`src/rtl/mmio_uart_tx.sv`:
```
// Memory-mapped 8N1 UART transmitter with a small TX FIFO.
// Ports: clk, reset (async, active-low), MemWrite/Addr/WriteData from the core,
//   ReadData/Sel back to the core read mux, tx serial line, busy.
module mmio_uart_tx #(
    parameter logic [31:0] BASE_ADDR  = 32'hFFFF_FF00,
    parameter int          FIFO_DEPTH = 4,
    parameter logic [15:0] DIV_RESET  = 16'd434
) (
    input  logic        clk,
    input  logic        reset,
    input  logic        MemWrite,
    input  logic [31:0] Addr,
    input  logic [31:0] WriteData,
    output logic [31:0] ReadData,
    output logic        Sel,
    output logic        tx,
    output logic        busy
);

    localparam int PW = (FIFO_DEPTH > 1) ? $clog2(FIFO_DEPTH) : 1;
    localparam int CW = PW + 1;
    localparam logic [CW-1:0] DEPTH_C = CW'(FIFO_DEPTH);

    localparam logic [1:0] S_IDLE  = 2'd0;
    localparam logic [1:0] S_START = 2'd1;
    localparam logic [1:0] S_DATA  = 2'd2;
    localparam logic [1:0] S_STOP  = 2'd3;

    logic [1:0]    r_state;
    logic [7:0]    r_mem [FIFO_DEPTH];
    logic [PW-1:0] r_rd_ptr;
    logic [PW-1:0] r_wr_ptr;
    logic [CW-1:0] r_count;
    logic          r_overrun;
    logic [15:0]   r_div;
    logic [15:0]   r_timer;
    logic [7:0]    r_shift;
    logic [2:0]    r_bitcnt;

    logic [1:0]    w_off;
    logic          w_empty;
    logic          w_full;
    logic          w_push_req;
    logic          w_accept;
    logic          w_pop;
    logic          w_bit_end;
    logic [15:0]   w_reload;
    logic [7:0]    w_head;
    logic          w_ovr_clr;
    logic          w_div_wr;
    logic [31:0]   w_status;
    logic          w_unused_bits;

    assign w_unused_bits = ^{Addr[1:0], WriteData[31:16]};

    assign w_off     = Addr[3:2];
    assign Sel       = (Addr[31:4] == BASE_ADDR[31:4]);
    assign w_empty   = (r_count == '0);
    assign w_full    = (r_count == DEPTH_C);
    assign w_bit_end = (r_timer == 16'd0);
    // Divisor 0 behaves as 1, i.e. a zero-length countdown.
    assign w_reload  = (r_div == 16'd0) ? 16'd0 : r_div - 16'd1;
    assign w_head    = r_mem[r_rd_ptr];

    assign w_push_req = MemWrite & Sel & (w_off == 2'd0);
    assign w_ovr_clr  = MemWrite & Sel & (w_off == 2'd1) & WriteData[3];
    assign w_div_wr   = MemWrite & Sel & (w_off == 2'd2);

    // Head leaves the FIFO when idle, or exactly when a stop bit ends.
    assign w_pop = ~w_empty &
                   ((r_state == S_IDLE) |
                    ((r_state == S_STOP) & w_bit_end));

    // A full FIFO still takes a byte if the head leaves on the same edge.
    assign w_accept = w_push_req & (~w_full | w_pop);

    assign busy = (r_state != S_IDLE);

    always_comb begin
        tx = 1'b1;
        if (r_state == S_START) begin
            tx = 1'b0;
        end else if (r_state == S_DATA) begin
            tx = r_shift[0];
        end
    end

    assign w_status = {23'd0, 5'(r_count), r_overrun, busy, w_empty, w_full};

    always_comb begin
        ReadData = 32'd0;
        if (Sel) begin
            unique case (w_off)
                2'd1:    ReadData = w_status;
                2'd2:    ReadData = {16'd0, r_div};
                default: ReadData = 32'd0;
            endcase
        end
    end

    always_ff @(posedge clk) begin
        if (w_accept) begin
            r_mem[r_wr_ptr] <= WriteData[7:0];
        end
    end

    always_ff @(posedge clk or negedge reset) begin
        if (!reset) begin
            r_rd_ptr <= '0;
            r_wr_ptr <= '0;
            r_count  <= '0;
        end else begin
            if (w_accept) begin
                r_wr_ptr <= r_wr_ptr + 1'b1;
            end
            if (w_pop) begin
                r_rd_ptr <= r_rd_ptr + 1'b1;
            end
            unique case ({w_accept, w_pop})
                2'b10:   r_count <= r_count + 1'b1;
                2'b01:   r_count <= r_count - 1'b1;
                default: r_count <= r_count;
            endcase
        end
    end

    always_ff @(posedge clk or negedge reset) begin
        if (!reset) begin
            r_overrun <= 1'b0;
            r_div     <= DIV_RESET;
        end else begin
            // A dropped byte wins over a same-edge clear.
            if (w_push_req & ~w_accept) begin
                r_overrun <= 1'b1;
            end else if (w_ovr_clr) begin
                r_overrun <= 1'b0;
            end
            if (w_div_wr) begin
                r_div <= WriteData[15:0];
            end
        end
    end

    always_ff @(posedge clk or negedge reset) begin
        if (!reset) begin
            r_state  <= S_IDLE;
            r_timer  <= 16'd0;
            r_shift  <= 8'd0;
            r_bitcnt <= 3'd0;
        end else begin
            unique case (r_state)
                S_IDLE: begin
                    if (!w_empty) begin
                        r_shift <= w_head;
                        r_timer <= w_reload;
                        r_state <= S_START;
                    end
                end
                S_START: begin
                    if (w_bit_end) begin
                        r_timer  <= w_reload;
                        r_bitcnt <= 3'd0;
                        r_state  <= S_DATA;
                    end else begin
                        r_timer <= r_timer - 16'd1;
                    end
                end
                S_DATA: begin
                    if (w_bit_end) begin
                        r_timer <= w_reload;
                        r_shift <= {1'b0, r_shift[7:1]};
                        if (r_bitcnt == 3'd7) begin
                            r_state <= S_STOP;
                        end else begin
                            r_bitcnt <= r_bitcnt + 3'd1;
                        end
                    end else begin
                        r_timer <= r_timer - 16'd1;
                    end
                end
                S_STOP: begin
                    if (w_bit_end) begin
                        if (!w_empty) begin
                            r_shift <= w_head;
                            r_timer <= w_reload;
                            r_state <= S_START;
                        end else begin
                            r_state <= S_IDLE;
                        end
                    end else begin
                        r_timer <= r_timer - 16'd1;
                    end
                end
                default: r_state <= S_IDLE;
            endcase
        end
    end

endmodule

```
`config.mk`:
```
export PLATFORM = sky130hd
export DESIGN_NAME = mmio_uart_tx
export DESIGN_NICKNAME = d
export VERILOG_FILES = /design/src/rtl/mmio_uart_tx.sv
export SDC_FILE = /design/constraint.sdc
export NUM_CORES = 1
export LEC_CHECK = 0
export BUFFER_PORTS_ARGS = -buffer_cell sky130_fd_sc_hd__buf_2
export CAP_MARGIN = 20
export CORE_MARGIN = 2
export CORE_UTILIZATION = 29
export CTS_BUF_LIST = sky130_fd_sc_hd__clkbuf_2
export DETAILED_ROUTE_END_ITERATION = 16
export PLACE_DENSITY = 0.57
export SLEW_MARGIN = 20
export SYNTH_ARGS = -nofsm -noshare
export SYNTH_HDL_FRONTEND = slang
export SYNTH_SLANG_ARGS = --single-unit
export TNS_END_PERCENT = 5
```
`constraint.sdc`:
```
create_clock -name clk -period 6.5 [get_ports clk]
set_input_delay 1.95 -clock clk [delete_from_list [all_inputs] [get_ports clk]]
set_output_delay 1.95 -clock clk [all_outputs]
set_load 0.02 [all_outputs]
```
Yosys cells after proc, flatten, opt, wreduce, memory -nomap -nowiden
Memory sizes are Yosys's and may differ from the RTL's.
Cells that the tools add are included.
{"block": "word_totals", "memories": 1, "inputBits": 67, "ramBits": 32, "ff_bits": 53, "wordCells": 90}
{"name": "r_mem", "depth": 4, "word_bits": 8, "rd": 1, "rd_clocked_by_memory_dff": 0, "wr": 1, "line": "30", "text": "logic [7:0] r_mem [FIFO_DEPTH];"}
{"block": "op_classes", "eq_ne": 16, "mux": 29, "add_sub_neg": 7, "n_reduce_logical": 14, "bitwise_logic": 14}
{"op": "$mux W16", "n": 5}
{"op": "$pmux W16 S3", "n": 1}
{"op": "$logic_not A16 Y1", "n": 2}
{"op": "$pmux W16 S2", "n": 1}
{"op": "$sub A16 B1 Y16 const B", "n": 2}
{"op": "$eq A28 B28 Y1 const B", "n": 1}
{"op": "$mux W8", "n": 3}
{"op": "$pmux W8 S3", "n": 1}
{"op": "$pmux W3 S2", "n": 2}
{"op": "$mux W2", "n": 5}
{"op": "$ne A2 B2 Y1 const B", "n": 5}
{"op": "$and A1 B1 Y1", "n": 9}
{"op": "$mux W3", "n": 3}
{"op": "$eq A2 B2 Y1 const B", "n": 4}
{"op": "$pmux W2 S4", "n": 1}
{"op": "$reduce_bool A2 Y1", "n": 4}
{"op": "$mux W1", "n": 7}
{"op": "$add A3 B1 Y3 const B", "n": 2}
{"op": "$eq A2 B1 Y1 const B", "n": 3}
{"op": "$eq A3 B3 Y1 const B", "n": 2}
{"op": "$reduce_and A5 Y1", "n": 1}
{"op": "$add A2 B1 Y2 const B", "n": 2}
{"op": "$logic_not A2 Y1", "n": 2}
{"op": "$reduce_and A4 Y1", "n": 1}
{"op": "other kinds (8)", "n": 11}

Depth between registers and ports, before layout
{"block": "depth", "word_depth": 9, "ltp_mapped": 11}

Least setup slack after synthesis
No wires, ideal clock.
{"block": "synth_timing", "path_kind": "input to output", "start": "in Addr[5]", "end": "out ReadData[10]", "setup_slack_ns": 0.451, "arrival_ns": 4.099, "required_ns": 4.550, "cell_stages": 5, "path_buffers": 1, "path_cell_list": "or4b_1 or4_4 nor4_4 clkbuf_1 and3_1"}
{"block": "synth_via", "elab_chain_cells": 2}
{"element": "start: declaration", "line": "12", "text": "input logic [31:0] Addr,"}
{"element": "$eq A28 B28 Y1", "line": "57", "text": "assign Sel = (Addr[31:4] == BASE_ADDR[31:4]);"}
{"element": "named net Sel", "line": "15", "text": "output logic Sel,"}
{"element": "$mux W16", "line": "92", "text": "if (Sel) begin"}
{"element": "end: declaration", "line": "14", "text": "output logic [31:0] ReadData,"}
The timed path passes the listed nets, and every way through them passes these cells.

Worst setup path in the final report
{"block": "layout_timing", "start": "in Addr[5]", "end": "out ReadData[15]"}
{"block": "layout_via", "elab_chain_cells": 2}
{"element": "$eq A28 B28 Y1", "line": "57"}
{"element": "$mux W16", "line": "92"}
Every way passes these cells.

==> qor.csv <==
metric,value,unit
status,completed,
maxSlewViolCount,0,
finalClockSkew,0.0303,ns
synth_area_per_cell,10.4,um2
post_cts_buffers,0,
wl_met3,692,um
wl,12500,um
clk_latency,0.59,ns
top_layer_used,met4,
dr.pass1.iters,5,
crit_arrival,3.94,ns
worst_slew_pin_slew,0.835,ns
drtAntennaViolNets,0,
p_per_area,171,nW/um2
drt-initial-drc-count,285,
place.gp.congestion,0.959,
reg2reg_from,r_timer[0]$_DFF_PN0_,
setup_viol,0,
area_growth,12.3,%
die_h,137,um
timing.final.ws_setup,0.610,ns
drive_gt1_share,23.1,%
path_cells,"buf_2, or4b_1, or4_4, nor4_4, buf_4, and3_1, buf_2",
numClockSinks,85,
rows,48,
clock_path_buffers,2,
yosysTopAreaCellShare,23.4,%
min_period,5.89,ns
worstPathRequired,4.55,ns
power.share.clock,30.3,%
seqCellArea,2290,um2
multi_input_area,2620,um2
holdBufCountCts,0,
synth-seq-area-share,44.6,%
avgViaCountPerCell,5.19,
fin_crit_sh,90.6,%
cts_tree,built,
wl_met2,5960,um
die_w,137,um
ys_warn_count,0,
cts-buffers-inserted,9,
ys.flop_type,dfrtp_1,
power_switching_share,31.0,%
drc,0,
h-tree-depth,3,
post_drt_wl_per_cell,16.0,um
critical_path_class,primary input to output port,
crit_fanout,10,
core,17300,um2
hold_violations,0,
yosysTopAreaCell,dfrtp_1,
crit_path_max_incr_delay,0.50,ns
ctsResizeCount,0,
hp-class,register to register,
synth_cell_types,65,
cp_common_cell,buf_2,
nFillCells,1768,
grt.total_usage,13.7,%
synth_area_leaders,"dfrtp_1, edfxtp_1, ha_1",
async_flop_share,62.4,%
fin_tns_setup,0,ns
dp_hpwl,9250,um
m1WireLength,5620,um
portBuffers,67,
antenna_found_initial,1,
comb_power_share,10.5,%
startpoint_type,primary input,
seq_power_share,59.2,%
synth_area,5140,um2
internal-power,0.682,mW
synth_edf_count,32,
leakagePower,2.58,nW
nets,639,
die-area,18800,um2
max_freq,170,MHz
critPathSlowestCell,or4b_1,
grt_overflow,0,
ios,102,
ys_ff_latch,85,
clock-root-buffer,clkbuf_2,
initial_core_util,29.7,%
grt_max_degree,54,
grt_pass1_vias,3870,
synthCells,494,
preCtsSetupSlack,0.591,ns
vdd_ir_drop_max,0.0829,mV
max-cap-violations,0,
via_count,4070,
grt_first_pass_wirelength,20100,um
slew_headroom,44.0,%
path_clk_slew,0.26,ns
grt_setup_unrepaired,no,
min_from,r_shift[5]$_DFFE_PN0P_,
critPathLaunch,Addr[5],
end_kind,output port,
power_switching,0.307,mW
through the flow:
step                      total power, mW  instance area, um2  instances  utilization [%]  hold WS (ns)
after floorplan                     0.663                5200        509                -         0.450
after CTS                            1.00                5770        783             33.4         0.523
after detailed placement            0.700                5640        767             32.6         0.471
after global routing                 1.04                5770        784             33.4         0.572
final                               0.989                5770        784             33.4         0.517
after global placement              0.695                5640        767             32.6         0.463
registers in the layout, summed over array words and instances, names as in the netlist:
name       flops
r_div         16
r_shift        8
r_timer       16
r_count        3
r_bitcnt       3
r_wr_ptr       2
r_overrun      1
r_rd_ptr       2
r_state        2
r_mem         32
worst max-delay path: cells and delay by family:
kind / cells / cell delay [ns]
buffers and inverters: 3 / 0.47
AND/OR/NAND/NOR: 4 / 1.51
synthesized netlist by cell type, types with 7 or more instances:
cell type / number
xnor2_1: 12
nor4_1: 9
buf_4: 16
inv_1: 20
and3_1: 10
ha_1: 18
nand4_1: 9
nand2_1: 35
mux2_2: 7
clkbuf_1: 20
mux2_4: 10
edfxtp_1: 32
nor2_1: 40
nor3_1: 11
a21oi_1: 20
mux2i_1: 12
o21ai_0: 29
a22oi_1: 15
or3_1: 10
dfrtp_1: 48
xor2_1: 8
mux4_2: 8
nand3_1: 11
cells by family after synthesis:
group           synth area share [%]
flops                           44.6
fa+ha+maj                       4.77
other cells                   0.0729
buf+inv                         5.62
compound gates                  13.2
simple gates                    17.8
xor+xnor                        3.41
mux                             10.5
cells in the final DEF (no fill, tap or decap), drive strengths merged, types with 11 or more instances in the layout:
cell type	netlist	routed
buf	19	72
dfrtp	48	48
nor2	40	40
nand2	35	35
edfxtp	32	32
o21ai	30	30
inv	20	25
a21oi	20	20
ha	18	18
mux2	18	18
conb	1	16
a22oi	15	15
mux2i	12	12
xnor2	12	12
nand3	12	12
nor3	11	11
nor4	11	11
worst paths after layout:
path | endpoint | slack [ns] | cells after the start
worst min register to register | r_shift[5]$_DFFE_PN0P_ | 0.52 | 2
worst max-delay path | ReadData[15] | 0.61 | 7
min in group asynchronous | r_timer[11]$_DFF_PN0_ | 1.44 | 2
worst max register to register | r_count[2]$_DFFE_PN0P_ | 2.90 | 10
worst min-delay path | r_shift[5]$_DFFE_PN0P_ | 0.52 | 2
max in group asynchronous | r_timer[0]$_DFF_PN0_ | 4.58 | 2
power by group through the flow:
stage | registers, mW | logic [mW] | clock network (mW)
finish | 0.586 | 0.104 | 0.300
floorplan | 0.592 | 0.0710 | 0
detailed placement | 0.595 | 0.105 | 0
CTS | 0.586 | 0.105 | 0.309
global route | 0.588 | 0.119 | 0.329
global placement | 0.594 | 0.101 | 0
per-layer routing:
metal | vias to the layer above | track usage (%)
met3 | 18 | 2.35
met4 | 0 | 5.78
met5 | - | 0
li1 | 1925 | -
met1 | 1963 | 18.6
met2 | 164 | 21.7
final cells by class:
cell class / count / area share [%]
antenna: 1 / 0.0433
sequential: 85 / 39.7
inverter: 20 / 1.30
clock inverter: 7 / 1.50
tap: 225 / 4.88
timing repair buffer: 72 / 6.46
multi-input combinational: 365 / 45.3
clock buffer: 9 / 0.780
Note: power is estimated with default switching activity, not from simulation.
